## config.mk

```make
export PLATFORM = sky130hd
export DESIGN_NAME = ysyx_24100006_rd_arbiter_flat
export DESIGN_NICKNAME = d
export VERILOG_FILES = /design/src/rtl/ysyx_24100006_rd_arbiter_if.sv /design/src/rtl/ysyx_24100006_rd_arbiter.sv /design/src/flat_wrapper.sv
export SDC_FILE = /design/constraint.sdc
export NUM_CORES = 1
export LEC_CHECK = 0
export CAP_MARGIN = 5
export CORE_MARGIN = 2
export CORE_UTILIZATION = 35
export CTS_CLUSTER_SIZE = 8
export DETAILED_ROUTE_END_ITERATION = 10
export GPL_TIMING_DRIVEN = 0
export HOLD_SLACK_MARGIN = 0.1
export PLACE_DENSITY = 0.82
export SLEW_MARGIN = 25
export SYNTH_ARGS = -nofsm -noshare
export SYNTH_HDL_FRONTEND = slang
export SYNTH_SLANG_ARGS = --single-unit
```

## constraint.sdc

```tcl
create_clock -name clk -period 1.9 [get_ports clk]
set_input_delay 0.19 -clock clk [delete_from_list [all_inputs] [get_ports clk]]
set_output_delay 0.19 -clock clk [all_outputs]
set_load 0.01 [all_outputs]
```

## src/rtl/ysyx_24100006_rd_arbiter_if.sv

```systemverilog
// Signal bundle for the 2:1 read arbiter.
// It carries three groups of signals: the IFU read channel, the LSU read channel,
// and the shared memory read port. The shared port also exposes the write
// handshakes, which the arbiter observes but never drives.
//   slave  : view taken by the arbiter
//   master : view taken by the surrounding fetch/memory stages and the bus
interface ysyx_24100006_rd_arbiter_if;

  // IFU read channel
  logic [31:0] ifu_araddr;
  logic        ifu_arvalid;
  logic        ifu_arready;
  logic [31:0] ifu_rdata;
  logic        ifu_rvalid;
  logic        ifu_rready;

  // LSU read channel
  logic [31:0] lsu_araddr;
  logic [2:0]  lsu_arsize;
  logic        lsu_arvalid;
  logic        lsu_arready;
  logic [31:0] lsu_rdata;
  logic        lsu_rvalid;
  logic        lsu_rready;

  // shared memory read port
  logic [31:0] m_araddr;
  logic [2:0]  m_arsize;
  logic        m_arvalid;
  logic        m_arready;
  logic [31:0] m_rdata;
  logic        m_rvalid;
  logic        m_rready;

  // observed write handshakes (LSU writes bypass the arbiter)
  logic        m_awvalid;
  logic        m_awready;
  logic        m_bvalid;
  logic        m_bready;

  // status
  logic        arb_busy;

  modport slave (
    input  ifu_araddr, ifu_arvalid, ifu_rready,
    output ifu_arready, ifu_rdata, ifu_rvalid,
    input  lsu_araddr, lsu_arsize, lsu_arvalid, lsu_rready,
    output lsu_arready, lsu_rdata, lsu_rvalid,
    output m_araddr, m_arsize, m_arvalid, m_rready,
    input  m_arready, m_rdata, m_rvalid,
    input  m_awvalid, m_awready, m_bvalid, m_bready,
    output arb_busy
  );

  modport master (
    output ifu_araddr, ifu_arvalid, ifu_rready,
    input  ifu_arready, ifu_rdata, ifu_rvalid,
    output lsu_araddr, lsu_arsize, lsu_arvalid, lsu_rready,
    input  lsu_arready, lsu_rdata, lsu_rvalid,
    input  m_araddr, m_arsize, m_arvalid, m_rready,
    output m_arready, m_rdata, m_rvalid,
    output m_awvalid, m_awready, m_bvalid, m_bready,
    input  arb_busy
  );

endinterface

```

## src/rtl/ysyx_24100006_rd_arbiter.sv

```systemverilog
// 2:1 single-beat read arbiter sharing one memory AR/R port between IFU and LSU.
// - A contested request normally goes to the LSU.
// - After MAX_LSU_STREAK contested LSU wins in a row, the IFU is forced through.
// - No new read is issued while a store is in flight. This keeps stores ordered
//   ahead of later loads and fetches.
// - The address and size captured at grant are held on the bus until accepted.
// - The R channel is passed straight through to the granted master.
module ysyx_24100006_rd_arbiter #(
  parameter int MAX_LSU_STREAK = 4
) (
  input logic                        clk,
  input logic                        reset,
  ysyx_24100006_rd_arbiter_if.slave  bus
);

  localparam int SW = $clog2(MAX_LSU_STREAK + 1);
  localparam logic [SW-1:0] STREAK_MAX = SW'(MAX_LSU_STREAK);
  localparam logic [2:0]    IFU_SIZE   = 3'b010;

  typedef enum logic [2:0] {
    IDLE   = 3'd0,
    IFU_AR = 3'd1,
    IFU_R  = 3'd2,
    LSU_AR = 3'd3,
    LSU_R  = 3'd4
  } state_t;

  // Next value of the store-pending flag.
  // When a write address handshake and a write response land in the same cycle:
  // - If a store was already pending, the response retires it, so the flag clears.
  // - Otherwise the response belongs to nothing tracked, so the new store sets the flag.
  function automatic logic wr_pend_next(input logic cur, input logic set, input logic clr);
    logic nxt;
    if (set && clr) begin
      nxt = ~cur;
    end else if (set) begin
      nxt = 1'b1;
    end else if (clr) begin
      nxt = 1'b0;
    end else begin
      nxt = cur;
    end
    return nxt;
  endfunction

  // Next value of the contested-LSU-win counter. It only moves on a grant edge.
  // The counter climbs (saturating) only while the IFU is left waiting.
  function automatic logic [SW-1:0] streak_next(input logic [SW-1:0] cur,
                                                input logic          gnt_ifu,
                                                input logic          gnt_lsu,
                                                input logic          ifu_req);
    logic [SW-1:0] nxt;
    if (gnt_ifu) begin
      nxt = '0;
    end else if (gnt_lsu) begin
      if (!ifu_req) begin
        nxt = '0;
      end else if (cur == STREAK_MAX) begin
        nxt = STREAK_MAX;
      end else begin
        nxt = cur + SW'(1);
      end
    end else begin
      nxt = cur;
    end
    return nxt;
  endfunction

  state_t        state_r;
  state_t        state_nxt_s;
  logic [31:0]   araddr_r;
  logic [2:0]    arsize_r;
  logic          arvalid_r;
  logic          wr_pend_r;
  logic [SW-1:0] streak_r;

  logic          blocked_s;
  logic          gnt_ifu_s;
  logic          gnt_lsu_s;
  logic          ifu_rvalid_s;
  logic          lsu_rvalid_s;
  logic          m_rready_s;
  logic          ar_hs_s;
  logic          r_hs_s;

  // A write seen on the AW channel blocks this very cycle, before wr_pend catches up.
  assign blocked_s = wr_pend_r | bus.m_awvalid;
  assign ar_hs_s   = arvalid_r & bus.m_arready;
  assign r_hs_s    = bus.m_rvalid & m_rready_s;

  // Grant decision. It is only made in IDLE, outside reset, and with no store pending.
  always_comb begin
    gnt_ifu_s = 1'b0;
    gnt_lsu_s = 1'b0;
    if ((state_r == IDLE) && !blocked_s && !reset) begin
      if (bus.ifu_arvalid && bus.lsu_arvalid) begin
        if (streak_r == STREAK_MAX) begin
          gnt_ifu_s = 1'b1;
        end else begin
          gnt_lsu_s = 1'b1;
        end
      end else if (bus.ifu_arvalid) begin
        gnt_ifu_s = 1'b1;
      end else if (bus.lsu_arvalid) begin
        gnt_lsu_s = 1'b1;
      end else begin
        gnt_ifu_s = 1'b0;
        gnt_lsu_s = 1'b0;
      end
    end else begin
      gnt_ifu_s = 1'b0;
      gnt_lsu_s = 1'b0;
    end
  end

  // Next-state logic: grant -> address phase -> data phase -> IDLE.
  always_comb begin
    state_nxt_s = state_r;
    case (state_r)
      IDLE: begin
        if (gnt_ifu_s) begin
          state_nxt_s = IFU_AR;
        end else if (gnt_lsu_s) begin
          state_nxt_s = LSU_AR;
        end else begin
          state_nxt_s = IDLE;
        end
      end
      IFU_AR: begin
        if (ar_hs_s) begin
          state_nxt_s = IFU_R;
        end else begin
          state_nxt_s = IFU_AR;
        end
      end
      LSU_AR: begin
        if (ar_hs_s) begin
          state_nxt_s = LSU_R;
        end else begin
          state_nxt_s = LSU_AR;
        end
      end
      IFU_R: begin
        if (r_hs_s) begin
          state_nxt_s = IDLE;
        end else begin
          state_nxt_s = IFU_R;
        end
      end
      LSU_R: begin
        if (r_hs_s) begin
          state_nxt_s = IDLE;
        end else begin
          state_nxt_s = LSU_R;
        end
      end
      default: begin
        state_nxt_s = IDLE;
      end
    endcase
  end

  // R-channel steering: only the owner of the data phase sees rvalid and drives rready.
  always_comb begin
    ifu_rvalid_s = 1'b0;
    lsu_rvalid_s = 1'b0;
    m_rready_s   = 1'b0;
    case (state_r)
      IFU_R: begin
        ifu_rvalid_s = bus.m_rvalid;
        m_rready_s   = bus.ifu_rready;
      end
      LSU_R: begin
        lsu_rvalid_s = bus.m_rvalid;
        m_rready_s   = bus.lsu_rready;
      end
      default: begin
        ifu_rvalid_s = 1'b0;
        lsu_rvalid_s = 1'b0;
        m_rready_s   = 1'b0;
      end
    endcase
  end

  // State register; a reset drops any transfer in progress.
  always_ff @(posedge clk or posedge reset) begin
    if (reset) begin
      state_r <= IDLE;
    end else begin
      state_r <= state_nxt_s;
    end
  end

  // Bus AR registers: capture at grant, hold until the slave accepts.
  always_ff @(posedge clk or posedge reset) begin
    if (reset) begin
      araddr_r  <= 32'h0000_0000;
      arsize_r  <= IFU_SIZE;
      arvalid_r <= 1'b0;
    end else begin
      if (gnt_ifu_s) begin
        araddr_r  <= bus.ifu_araddr;
        arsize_r  <= IFU_SIZE;
        arvalid_r <= 1'b1;
      end else if (gnt_lsu_s) begin
        araddr_r  <= bus.lsu_araddr;
        arsize_r  <= bus.lsu_arsize;
        arvalid_r <= 1'b1;
      end else if (ar_hs_s) begin
        arvalid_r <= 1'b0;
      end else begin
        arvalid_r <= arvalid_r;
      end
    end
  end

  // Store-in-flight tracker, fed from the observed write handshakes.
  always_ff @(posedge clk or posedge reset) begin
    if (reset) begin
      wr_pend_r <= 1'b0;
    end else begin
      wr_pend_r <= wr_pend_next(wr_pend_r,
                                bus.m_awvalid & bus.m_awready,
                                bus.m_bvalid & bus.m_bready);
    end
  end

  // Fairness counter of contested LSU wins.
  always_ff @(posedge clk or posedge reset) begin
    if (reset) begin
      streak_r <= '0;
    end else begin
      streak_r <= streak_next(streak_r, gnt_ifu_s, gnt_lsu_s, bus.ifu_arvalid);
    end
  end

  assign bus.ifu_arready = gnt_ifu_s;
  assign bus.lsu_arready = gnt_lsu_s;
  assign bus.ifu_rdata   = bus.m_rdata;
  assign bus.lsu_rdata   = bus.m_rdata;
  assign bus.ifu_rvalid  = ifu_rvalid_s;
  assign bus.lsu_rvalid  = lsu_rvalid_s;
  assign bus.m_araddr    = araddr_r;
  assign bus.m_arsize    = arsize_r;
  assign bus.m_arvalid   = arvalid_r;
  assign bus.m_rready    = m_rready_s;
  assign bus.arb_busy    = (state_r != IDLE);

endmodule

```

## src/flat_wrapper.sv

```systemverilog
// flat-port wrapper written by rule: the top's interface ports become plain ports
module ysyx_24100006_rd_arbiter_flat 
#(
  parameter int MAX_LSU_STREAK = 4
)
  (clk, reset, bus_ifu_araddr, bus_ifu_arvalid, bus_ifu_rready, bus_ifu_arready, bus_ifu_rdata, bus_ifu_rvalid, bus_lsu_araddr, bus_lsu_arsize, bus_lsu_arvalid, bus_lsu_rready, bus_lsu_arready, bus_lsu_rdata, bus_lsu_rvalid, bus_m_araddr, bus_m_arsize, bus_m_arvalid, bus_m_rready, bus_m_arready, bus_m_rdata, bus_m_rvalid, bus_m_awvalid, bus_m_awready, bus_m_bvalid, bus_m_bready, bus_arb_busy);
  ysyx_24100006_rd_arbiter_if bus_i ();
  input logic clk;
  input logic reset;
  input wire logic [$bits(bus_i.ifu_araddr)-1:0] bus_ifu_araddr;
  input wire logic [$bits(bus_i.ifu_arvalid)-1:0] bus_ifu_arvalid;
  input wire logic [$bits(bus_i.ifu_rready)-1:0] bus_ifu_rready;
  output wire logic [$bits(bus_i.ifu_arready)-1:0] bus_ifu_arready;
  output wire logic [$bits(bus_i.ifu_rdata)-1:0] bus_ifu_rdata;
  output wire logic [$bits(bus_i.ifu_rvalid)-1:0] bus_ifu_rvalid;
  input wire logic [$bits(bus_i.lsu_araddr)-1:0] bus_lsu_araddr;
  input wire logic [$bits(bus_i.lsu_arsize)-1:0] bus_lsu_arsize;
  input wire logic [$bits(bus_i.lsu_arvalid)-1:0] bus_lsu_arvalid;
  input wire logic [$bits(bus_i.lsu_rready)-1:0] bus_lsu_rready;
  output wire logic [$bits(bus_i.lsu_arready)-1:0] bus_lsu_arready;
  output wire logic [$bits(bus_i.lsu_rdata)-1:0] bus_lsu_rdata;
  output wire logic [$bits(bus_i.lsu_rvalid)-1:0] bus_lsu_rvalid;
  output wire logic [$bits(bus_i.m_araddr)-1:0] bus_m_araddr;
  output wire logic [$bits(bus_i.m_arsize)-1:0] bus_m_arsize;
  output wire logic [$bits(bus_i.m_arvalid)-1:0] bus_m_arvalid;
  output wire logic [$bits(bus_i.m_rready)-1:0] bus_m_rready;
  input wire logic [$bits(bus_i.m_arready)-1:0] bus_m_arready;
  input wire logic [$bits(bus_i.m_rdata)-1:0] bus_m_rdata;
  input wire logic [$bits(bus_i.m_rvalid)-1:0] bus_m_rvalid;
  input wire logic [$bits(bus_i.m_awvalid)-1:0] bus_m_awvalid;
  input wire logic [$bits(bus_i.m_awready)-1:0] bus_m_awready;
  input wire logic [$bits(bus_i.m_bvalid)-1:0] bus_m_bvalid;
  input wire logic [$bits(bus_i.m_bready)-1:0] bus_m_bready;
  output wire logic [$bits(bus_i.arb_busy)-1:0] bus_arb_busy;
  assign bus_i.ifu_araddr = bus_ifu_araddr;
  assign bus_i.ifu_arvalid = bus_ifu_arvalid;
  assign bus_i.ifu_rready = bus_ifu_rready;
  assign bus_ifu_arready = bus_i.ifu_arready;
  assign bus_ifu_rdata = bus_i.ifu_rdata;
  assign bus_ifu_rvalid = bus_i.ifu_rvalid;
  assign bus_i.lsu_araddr = bus_lsu_araddr;
  assign bus_i.lsu_arsize = bus_lsu_arsize;
  assign bus_i.lsu_arvalid = bus_lsu_arvalid;
  assign bus_i.lsu_rready = bus_lsu_rready;
  assign bus_lsu_arready = bus_i.lsu_arready;
  assign bus_lsu_rdata = bus_i.lsu_rdata;
  assign bus_lsu_rvalid = bus_i.lsu_rvalid;
  assign bus_m_araddr = bus_i.m_araddr;
  assign bus_m_arsize = bus_i.m_arsize;
  assign bus_m_arvalid = bus_i.m_arvalid;
  assign bus_m_rready = bus_i.m_rready;
  assign bus_i.m_arready = bus_m_arready;
  assign bus_i.m_rdata = bus_m_rdata;
  assign bus_i.m_rvalid = bus_m_rvalid;
  assign bus_i.m_awvalid = bus_m_awvalid;
  assign bus_i.m_awready = bus_m_awready;
  assign bus_i.m_bvalid = bus_m_bvalid;
  assign bus_i.m_bready = bus_m_bready;
  assign bus_arb_busy = bus_i.arb_busy;
  ysyx_24100006_rd_arbiter #(.MAX_LSU_STREAK(MAX_LSU_STREAK)) u_core (.clk(clk), .reset(reset), .bus(bus_i));
endmodule
```

; ---- Yosys cells after proc, flatten, opt, wreduce, memory -nomap -nowiden
; Cells that the tools add are included.
; W data, S select, Z words.
[word_totals]
word_cells = 62
mem_count = 0
mem_bits_ro = 0
out_inout_bits = 106
mem_bits_rw = 0
register_bits = 43
input_bits = 111
latch_bits = 0
[op_classes]
order_cmp = 0
bitwise_logic = 6
n_mul = 0
add_sub_neg = 1
n_eq_ne = 5
reduce_logical = 11
muxes = 33
shifts = 0
n_div = 0
[op_table]
columns = op, count
row1 = $mux W32, 2
row2 = $mux W3, 9
row3 = $mux W1, 17
row4 = $pmux W3 S5, 1
row5 = $reduce_bool A3 Y1, 3
row6 = $eq A3 B2 Y1 const B, 2
row7 = $eq A3 B3 Y1 const B, 2
row8 = $mux W2, 3
row9 = $and A1 B1 Y1, 4
row10 = $logic_and A1 B1 Y1, 4
row11 = $add A3 B1 Y3 const B, 1
row12 = $eq A3 B1 Y1 const B, 1
row13 = $logic_not A3 Y1, 1
row14 = $logic_not A1 Y1, 2
row15 = $pmux W1 S2, 1
row16 = $reduce_bool A2 Y1, 1
row17 = $not A1 Y1, 1
row18 = $or A1 B1 Y1, 1

; ---- Longest topological paths before layout
; Gate-level depths: netlist of run 1.
[logic_depth]
ltp_word = 8
depth_mapped = 7
depth_no_buf = 5

; ---- Worst setup path before layout of run 1
; Ideal clock, no wire load.
[synth_path]
path_kind = register -> register
from = register u_core.wr_pend_r
to = register u_core.arsize_r[0] (netlist: u_core.bus.m_arsize[0])
period_less_slack_ns = 1.666
arrival_time_ns = 1.544
setup_time_ns = 0.122
t_required_ns = 1.778
stages_incl_launch_ff = 4
setup_slack_ns = 0.234
path_buffers = 0
cell_sequence = dfrtp_1 or4_4 or3_4 a32o_1
[synth_between]
elab_chain_len = 6
word_cells_on_any_way = 8
cone_classes = 3 x mux / 1 x bitwise / 4 x reduce/logical
[synth_lines]
columns = item, line_no
row1 = start: declaration, ysyx_24100006_rd_arbiter.sv:74  ; logic wr_pend_r;
row2 = start signal: assignment, ysyx_24100006_rd_arbiter.sv:222  ; wr_pend_r <= wr_pend_next(wr_pend_r,
row3 = $or A1 B1 Y1 *, ysyx_24100006_rd_arbiter.sv:87  ; assign blocked_s = wr_pend_r | bus.m_awvalid;
row4 = $logic_not A1 Y1 *, ysyx_24100006_rd_arbiter.sv:95  ; if ((state_r == IDLE) && !blocked_s && !reset) begin
row5 = $logic_and A1 B1 Y1 * (2 in a row), ysyx_24100006_rd_arbiter.sv:95
row6 = $mux W1, ysyx_24100006_rd_arbiter.sv:95
row7 = $mux W3 or $reduce_bool A2 Y1 (tied branches), -
row8 = end signal: assignment, ysyx_24100006_rd_arbiter.sv:207  ; arsize_r <= bus.lsu_arsize;
row9 = end: declaration, ysyx_24100006_rd_arbiter.sv:72  ; logic [2:0] arsize_r;
; Every way passes the cells marked *; elsewhere a longest branch is shown, timed or not.
; A chain may end at the register's enable or synchronous reset.

; ---- Final worst setup path of run 1
[layout_path]
from = register u_core.state_r[0]
to = output port bus_arb_busy
[layout_between]
elab_chain_len = 1
[layout_lines]
columns = item, line_no
row1 = start: declaration, ysyx_24100006_rd_arbiter.sv:69  ; state_t state_r;
row2 = start signal: assignment, ysyx_24100006_rd_arbiter.sv:190  ; state_r <= state_nxt_s;
row3 = $reduce_bool A3 Y1, ysyx_24100006_rd_arbiter.sv:247  ; assign bus.arb_busy = (state_r != IDLE);
row4 = end: declaration, flat_wrapper.sv:34  ; output wire logic [$bits(bus_i.arb_busy)-1:0] bus_arb_busy;
; No other way between the ends.

==> results of run 1 <==
==> stage by stage <==
step	instance area (µm²)	util, %
floorplan	2970	-
global placement	4950	60.2
detailed placement	4970	60.5
CTS	5190	63.1
global route	5220	63.5
finish	5220	63.5
==> kinds of logic (layout without fill, tap and decap cells) <==
| group | Yosys count | after routing |
|---|---|---|
| adder cells (fa/ha/maj) | 2 | 2 |
| multiplexers | 1 | 1 |
| XOR/XNOR | 1 | 1 |
| flip-flops | 43 | 43 |
| AND/OR/NAND/NOR | 65 | 65 |
| buffers and inverters | 92 | 292 |
| AO/OA/AOI/OAI | 79 | 79 |
==> power breakdown <==
part	switching [mW]	leakage (nW)	internal [mW]
Sequential	0.347	0.494	1.35
Combinational	1.20	1.60	1.90
Clock	0.305	0.0422	0.258
Total	1.85	2.13	3.51
==> layout by cell type (no fill, tap or decap), types with 3 or more instances in the layout <==
| cell type | count |
|---|---|
| a2bb2oi_1 | 4 |
| clkbuf_8 | 6 |
| a2bb2oi_2 | 27 |
| nor2_1 | 3 |
| buf_4 | 74 |
| inv_1 | 7 |
| clkdlybuf4s50_1 | 180 |
| nand2b_1 | 35 |
| o22ai_1 | 3 |
| o32ai_1 | 30 |
| dfrtp_1 | 40 |
| nand2_1 | 7 |
| clkbuf_2 | 5 |
| clkbuf_1 | 8 |
| buf_6 | 3 |
| nand3_1 | 3 |
| nor3b_1 | 3 |
==> repair_timing <==
action                     in CTS  in global routing
gates resized for setup        19                 16
setup buffers                   8                  3
hold buffers                    0                  0
hold endpoints to repair        0                  0
pin swaps                       3                  1
setup endpoints to repair      37                 32
==> area by class of cell <==
class,count,area (µm²),share of cell area (%)
Buffer,80,586,11.2
Timing Repair Buffer,196,1960,37.5
Clock inverter,1,5.00,0.0959
Inverter,8,30.0,0.576
Clock buffer,7,76.3,1.46
Sequential cell,43,1080,20.7
Tap cell,105,131,2.52
Multi-Input combinational cell,148,1350,25.9
==> critical path, delay by kind of cell (launching register included) <==
family / cells / cell delay (ps)
buffers and inverters: 1 / 490
DFF: 1 / 480
and+or+nand+nor: 1 / 400
==> flip-flops by register name, summed over array words and instances, names as in the netlist <==
name,count
u_core.bus.m_arvalid,1
u_core.state_r,3
u_core.bus.m_arsize,3
u_core.streak_r,3
u_core.wr_pend_r,1
u_core.bus.m_araddr,32
==> metal layers <==
| layer | GRT usage [%] | routed length [µm] | part of all wire (%) |
|---|---|---|---|
| met5 | 0 | 0 | 0 |
| met4 | 4.64 | 80 | 0.86 |
| met3 | 5.40 | 877 | 9.4 |
| met2 | 35.7 | 4680 | 50 |
| met1 | 22.8 | 3670 | 39 |
==> worst max path at each step <==
stage / from / end / slack, ps
after global placement: bus_lsu_arvalid / bus_ifu_arready / -830
after floorplan: u_core.wr_pend_r$_DFFE_PP0P_ / u_core.bus.m_arsize[0]$_DFFE_PP0P_ / 230
final: u_core.state_r[0]$_DFF_PP0_ / bus_arb_busy / 60
after detailed placement: bus_lsu_arvalid / bus_ifu_arready / -820
after CTS: u_core.state_r[0]$_DFF_PP0_ / bus_lsu_rvalid / 9
after global routing: u_core.state_r[0]$_DFF_PP0_ / bus_arb_busy / 4
==> impl_metrics.ini, run 1 <==
[synth]
synth-seq-area-share_pct = 36.2
cells_taking_the_most_area_after_synthesis = dfrtp_1, buf_4, a2bb2oi_2
synth_top_cells_by_count = buf_4, dfrtp_1, nand2b_1
yosysMostFrequentCell = buf_4
post_synth_instance_area_um2 = 2970
synthDistinctLibCells = 41
synth_top_family_by_area = compound AO/OA/AOI/OAI gates
yosys.area.top_type_share_pct = 35.4
post_synth_and_or_nand_nor_area_fraction_pct = 13.5
synthMuxAreaShare_pct = 0.337
synthesis.area_per_instance_um2 = 10.5
synth.net_count = 396
netlist_instances = 283
synth-compound-area-share_pct = 28.2
post_synth_xor_area_fraction_pct = 0.295
synthesis.yosys.warnings = 0
synthFlopType = dfrtp_1
ys_async_sr_fraction_pct = 100
post_synth_fa_ha_maj_area_fraction_pct = 0.842
yosysTopAreaCell = dfrtp_1
postSynthRegisterBits = 43
post_synth_edffs = 0

[timing]
hold-worst-slack_ps = 340
fin_tns_setup_ps = 0
finalHoldViolations = 0
setup_slack_ps = 60.1
final_worst_path_period_need_ps = 1840
rsz0062_at_grt = false
slew-limit-headroom_pct = 65.0
fin_crit_sh_pct = 96.8
setup_viol_count_final = 0
achievable-frequency_mhz = 543
max_slew.worst_pin.slew_ps = 525
clock-skew-final_ps = 9.42
final_max_slew_viol_count = 0

[routing]
drt-total-wl_mm = 9.31
num_vias = 2897
detail_route.wl_per_cell_um = 15.8
drt_first_iter_violations = 52
detailedRoute.firstPassIterationCount = 4
routed_via_density = 4.93
drtAntennaViolNets = 0
post_detailed_route_drc_marker_count = 0

[pwr]
design_power_total_mw = 5.36
power_density_nw_per_um2 = 1030
max-vdd-ir-drop_mv = 0.569
leakagePower_nw = 2.13

[floorplanning]
die_height_um = 96.2
placementRows = 33
die_width_um = 96.2
floorplan.initialDensity_pct = 36.2
area_of_the_die_um2 = 9250
design.core.area_um2 = 8220
design.portCount = 217

[setup_path]
timing.setup.critical_path_class = reg -> out
reg2reg_slack_ps = 90
slowest_cell_on_the_critical_path = clkdlybuf4s50_1
timing.critical_path.cells = or3_1 > clkdlybuf4s50_1
cp-start-kind = register
r2r_start = u_core.wr_pend_r$_DFFE_PP0P_
worst-r2r-cell-count = 4
critical_path.endpoint_type = output pin
critPathMaxFanout = 7
critical_path.max_stage_delay_ps = 490
timing.critical_path.arrival_ps = 1650
r2r-end = u_core.bus.m_araddr[8]$_DFFE_PP0P_
required_ps = 1710

[global_routing]
grt_first_pass_wirelength_mm = 14.3
grt_overflow_total = 0
grt_antenna_before_repair = 0
grt_pass1_vias = 3041
grt_max_degree = 25
gr-usage-all-layers_pct = 19.7

[layout]
fill_cells = 665
final_net_count = 595
post_route_cells_drive_above_1_share_pct = 28.6
antenna-diode-count = 0
post_layout_nonfiller_instances = 588
layout-area-overhead-vs-synth_pct = 75.5

[place]
gp_congestion = 0.771
detailedPlacementHpwl_mm = 7.27
place_ws_ps = -821
placed_cells = 573
io_buffer_count = 184

[clock_tree]
cts_max_level = 2
clock_latency_ps = 290
clk_root_buffer_cell = clkbuf_8
clkSlewWorstSetupHoldPaths_ps = 80
cts_inserted_buffers = 5
tritoncts = done
cts_sinks = 43
clockBufferDepth = 2

[job]
drv_cap = 0

[worst_hold_path]
min-delay-path-class = in -> async

[run_status]
outcome = finished, final reports clean
(Power assumes the default switching activity.)
==> run 2, diff against run 1 <==
- MAX_ROUTING_LAYER: default -> met4
==> run 2 against run 1 <==
Effect of this change:
- global-route usage rose by 0.59 points
- count of clock-buffer cells in the layout did not move
- clock power barely moved
- wire length rose by 0.23%
- worst hold slack improved by 0.81 ps
- clock skew barely moved
- largest cell class unchanged
- non-clock buffer count did not move
- critical path type unchanged
- die area did not move
- largest power group unchanged
- first-iteration DRC count rose by 3.8%
==> impl_metrics.ini, run 2 (synthesized netlist as in run 1, its figures left out) <==
[global_routing]
gr-usage-all-layers_pct = 20.3
grt_pass1_vias = 3041
grt_overflow_total = 0
grt_max_degree = 25
grt_antenna_before_repair = 0
grt_first_pass_wirelength_mm = 14.3

[setup_path]
worst-r2r-cell-count = 4
critical_path.max_stage_delay_ps = 490
timing.critical_path.cells = or3_1 > clkdlybuf4s50_1
cp-start-kind = register
critical_path.endpoint_type = output pin
reg2reg_slack_ps = 90
required_ps = 1710
slowest_cell_on_the_critical_path = clkdlybuf4s50_1
r2r-end = u_core.bus.m_araddr[8]$_DFFE_PP0P_
timing.critical_path.arrival_ps = 1650
r2r_start = u_core.wr_pend_r$_DFFE_PP0P_
critPathMaxFanout = 7
timing.setup.critical_path_class = reg -> out

[clock_tree]
tritoncts = done
clkSlewWorstSetupHoldPaths_ps = 80
cts_max_level = 2
clockBufferDepth = 2
clk_root_buffer_cell = clkbuf_8
cts_sinks = 43
clock_latency_ps = 290
holdBufCountCts = 0
cts_inserted_buffers = 5

[place]
detailed_place.area_um2 = 4970
detailedPlacementHpwl_mm = 7.27
io_buffer_count = 184
gp_congestion = 0.782
place_ws_ps = -821

[timing]
hold-worst-slack_ps = 341
rsz0062_at_grt = false
setup_slack_ps = 60.1
final_worst_path_period_need_ps = 1840
slew-limit-headroom_pct = 66.3
clock-skew-final_ps = 9.48
fin_crit_sh_pct = 96.8
achievable-frequency_mhz = 544
fin_tns_setup_ps = 0
final_max_slew_viol_count = 0
max_slew.worst_pin.slew_ps = 505
setup_viol_count_final = 0
finalHoldViolations = 0

[floorplanning]
floorplan.initialDensity_pct = 36.2
area_of_the_die_um2 = 9250
placementRows = 33
design.portCount = 217
design.core.area_um2 = 8220
die_height_um = 96.2
die_width_um = 96.2

[routing]
drtAntennaViolNets = 0
detailedRoute.firstPassIterationCount = 4
routed_via_density = 4.94
post_detailed_route_drc_marker_count = 0
detail_route.wl_per_cell_um = 15.9
drt-total-wl_mm = 9.33
drt_first_iter_violations = 54
num_vias = 2903

[layout]
layout.cells.most_common = clkdlybuf4s50_1
largest_reg_flops = 32
post_route_cells_drive_above_1_share_pct = 28.6
antenna-diode-count = 0
layout.core_utilization_pct = 63.5
final_net_count = 595
final_area_um2 = 5220
layout-area-overhead-vs-synth_pct = 75.5
most_frequent_cells_in_the_layout = clkdlybuf4s50_1, buf_4, dfrtp_1, nand2b_1, o32ai_1

[pwr]
power_density_nw_per_um2 = 1030
max-vdd-ir-drop_mv = 0.569
leakagePower_nw = 2.13

[worst_hold_path]
min-delay-path-class = in -> async

[run_status]
outcome = finished, final reports clean

[job]
drv_cap = 0
[run 2: cell counts in the layout (fill, tap and decap cells not counted)]
Identical to the previous run, type by type.
[run 2: power by group]
part / internal [mW] / total (mW) / switching (mW)
combinational: 1.90 / 3.11 / 1.21
sequential: 1.35 / 1.70 / 0.348
clock: 0.259 / 0.565 / 0.306
total: 3.51 / 5.37 / 1.86
[run 2: how the worst max path moves through the flow]
| stage | end | slack, ps | from |
|---|---|---|---|
| after floorplan | u_core.bus.m_arsize[0]$_DFFE_PP0P_ | 230 | u_core.wr_pend_r$_DFFE_PP0P_ |
| after global routing | bus_arb_busy | 4 | u_core.state_r[0]$_DFF_PP0_ |
| after detailed placement | bus_ifu_arready | -820 | bus_lsu_arvalid |
| after global placement | bus_ifu_arready | -830 | bus_lsu_arvalid |
| final | bus_arb_busy | 60 | u_core.state_r[0]$_DFF_PP0_ |
| after CTS | bus_lsu_rvalid | 9 | u_core.state_r[0]$_DFF_PP0_ |
[run 2: critical path: cells and delay by family, from the launching register on]
kind,cells,cell delay (ps)
flip-flops,1,480
buffers and inverters,1,490
AND/OR/NAND/NOR,1,400
[run 2: cell type report]
type                       instances  area [µm²]
buffer                            80         586
inverter                           8        30.0
tap                              105         131
timing repair buffer             196        1960
sequential                        43        1080
multi-input combinational        148        1350
fill                             665        3000
clock inverter                     1        5.00
clock buffer                       7        76.3
[run 2: per-layer routing]
metal  global-route usage (%)  vias up  wire (µm)
met4                     4.40        0         82
met5                        -        -          0
met2                     35.8      137       4680
li1                         -     1381          -
met3                     4.86       11        839
met1                     23.2     1374       3730
[run 2: what timing repair did]
item | 4_1_cts | 5_1_grt
setup buffers | 8 | 3
cloned | 0 | 0
endpoints found under the setup margin | 37 | 32
gates resized for setup | 19 | 16
pin swaps | 3 | 1
[run 2: metrics by stage]
step / cells / power [mW]
CTS: 588 / 5.35
floorplan: 283 / 3.15
finish: 588 / 5.37
detailed placement: 573 / 4.58
global placement: 572 / 4.49
global route: 588 / 5.70
==> run 3, diff against run 2 <==
- CTS_BUF_LIST: default -> sky130_fd_sc_hd__clkbuf_4 sky130_fd_sc_hd__clkbuf_8 sky130_fd_sc_hd__clkbuf_16
- SKIP_LAST_GASP: default -> 1
==> run 3 against run 2 <==
Effect of this change:
- final cell count stayed put
- register-to-register slack about the same
- non-clock buffer count unchanged
- critical path type unchanged
- core utilization hardly changed
- sequential share of layout area hardly changed
- flip-flop and latch count stayed put
- combinational power hardly changed
- wire length about the same
- fmax is essentially flat
==> impl_metrics.ini, run 3 (synthesized netlist as in run 1, its figures left out) <==
[setup_path]
crit_path_end = bus_arb_busy
timing.setup.critical_path_class = reg -> out
critPathMaxFanout = 7
worst-r2r-cell-count = 4
critical_path.startpoint = u_core.state_r[0]$_DFF_PP0_
timing.critical_path.arrival_ps = 1650
cp-start-kind = register
timing.critical_path.cells = or3_1 > clkdlybuf4s50_1
r2r-end = u_core.bus.m_araddr[8]$_DFFE_PP0P_
r2r_start = u_core.wr_pend_r$_DFFE_PP0P_
critical_path.endpoint_type = output pin
required_ps = 1710
reg2reg_slack_ps = 80
cp_num_cells = 2
worst-path-buf-inv = 1
critical_path_s_top_delay_family = buffers and inverters
slowest_cell_on_the_critical_path = clkdlybuf4s50_1
critical_path.max_stage_delay_ps = 490

[clock_tree]
tritoncts = done
holdBufCountCts = 0
clockBufferDepth = 2
cts_sinks = 43
clkSlewWorstSetupHoldPaths_ps = 80
cts_inserted_buffers = 5
clk_root_buffer_cell = clkbuf_8
clock_latency_ps = 290
cts_max_level = 2

[routing]
drt_first_iter_violations = 61
detail_route.wl_per_cell_um = 15.9
detailedRoute.firstPassIterationCount = 4
drt-total-wl_mm = 9.33
num_vias = 2905
routed_via_density = 4.94
post_detailed_route_drc_marker_count = 0
drtAntennaViolNets = 0

[worst_hold_path]
min-delay-path-class = in -> async

[global_routing]
grt_first_pass_wirelength_mm = 14.3
gr-usage-all-layers_pct = 20.3
grt_max_degree = 25
grt_pass1_vias = 3041
grt_antenna_before_repair = 0
grt_overflow_total = 0

[place]
gp_congestion = 0.782
detailedPlacementHpwl_mm = 7.27
io_buffer_count = 184

[timing]
setup_viol_count_final = 0
clock-skew-final_ps = 9.43
fin_tns_setup_ps = 0
max_slew.worst_pin.slew_ps = 504
finalHoldViolations = 0
final_worst_path_period_need_ps = 1840
slew-limit-headroom_pct = 66.4
achievable-frequency_mhz = 544
final_max_slew_viol_count = 0
rsz0062_at_grt = true
fin_crit_sh_pct = 96.8

[floorplanning]
placementRows = 33
area_of_the_die_um2 = 9250
design.portCount = 217
design.core.area_um2 = 8220
die_width_um = 96.2
floorplan.initialDensity_pct = 36.2
die_height_um = 96.2

[job]
drv_cap = 0

[layout]
post_route_cells_drive_above_1_share_pct = 28.8
final_net_count = 595
antenna-diode-count = 0
largest_reg_flops = 32
layout-area-overhead-vs-synth_pct = 75.5
most_frequent_cells_in_the_layout = clkdlybuf4s50_1, buf_4, dfrtp_1, nand2b_1, o32ai_1
layout.core_utilization_pct = 63.5
layout.cells.most_common = clkdlybuf4s50_1

[pwr]
internal_power_mw = 3.54
seq_power_share_pct = 31.4
design_power_total_mw = 5.40
leakagePower_nw = 2.14
power.share.switching_pct = 34.4
power_density_nw_per_um2 = 1030
max-vdd-ir-drop_mv = 0.566
pwr-share-clk_pct = 11.0
p_sw_mw = 1.86
power_frac_comb_pct = 57.6

[run_status]
outcome = finished, final reports clean
run 3: changes by cell type in the layout (fill, tap and decap cells not counted):
cell and change:
clkbuf_1 -2, clkbuf_4 +2, nor3b_1 +1, nor3b_2 -1
run 3: timing repair:
action / CTS / global route
endpoints found under the setup margin: 37 / 32
cloned: 0 / 0
gates resized for setup: 18 / 16
buffers inserted: 8 / 3
pin swaps: 3 / 1
run 3: power groups by stage:
stage	sequential, mW	clock (mW)	combinational, mW
floorplan	1.82	0	1.33
global placement	1.67	0	2.82
detailed placement	1.70	0	2.89
CTS	1.70	0.613	3.07
global route	1.75	0.647	3.33
finish	1.70	0.595	3.11
run 3: how the worst min path moves through the flow:
stage                                              end                                from  cells past startpoint  slack, ps
floorplan             u_core.bus.m_arvalid$_DFFE_PP0P_                       bus_m_arready                      1        290
global placement    u_core.bus.m_arsize[0]$_DFFE_PP0P_  u_core.bus.m_arsize[0]$_DFFE_PP0P_                      1        490
detailed placement  u_core.bus.m_arsize[0]$_DFFE_PP0P_  u_core.bus.m_arsize[0]$_DFFE_PP0P_                      1        490
CTS                   u_core.bus.m_arvalid$_DFFE_PP0P_                               reset                      2        360
global route          u_core.bus.m_arvalid$_DFFE_PP0P_                               reset                      2        390
finish                u_core.bus.m_arvalid$_DFFE_PP0P_                               reset                      2        340
run 3: final cells by class:
class / instances / area, µm²
Buffer: 80 / 586
Clock buffer: 7 / 83.8
Clock inverter: 1 / 5.00
Fill cell: 667 / 3000
Inverter: 8 / 30.0
Multi-Input combinational cell: 148 / 1350
Sequential cell: 43 / 1080
Tap cell: 105 / 131
Timing Repair Buffer: 196 / 1960
run 3: routing by layer:
layer  vias to the layer above  wire length (µm)  GRT usage, %
li1                       1382                 -             -
met1                      1371              3750          23.2
met2                       141              4680          35.8
met3                        11               822          4.86
met4                         0                82          4.40
met5                         -                 0             -
run 3: metrics by stage:
step	cells	hold WS [ps]	cell area (µm²)	setup slack [ps]
finish	588	343	5220	60.1
global route	588	391	5220	-34.1
CTS	588	359	5190	-2.21
detailed placement	573	485	4970	-821
global placement	572	486	4950	-833
floorplan	283	286	2970	234
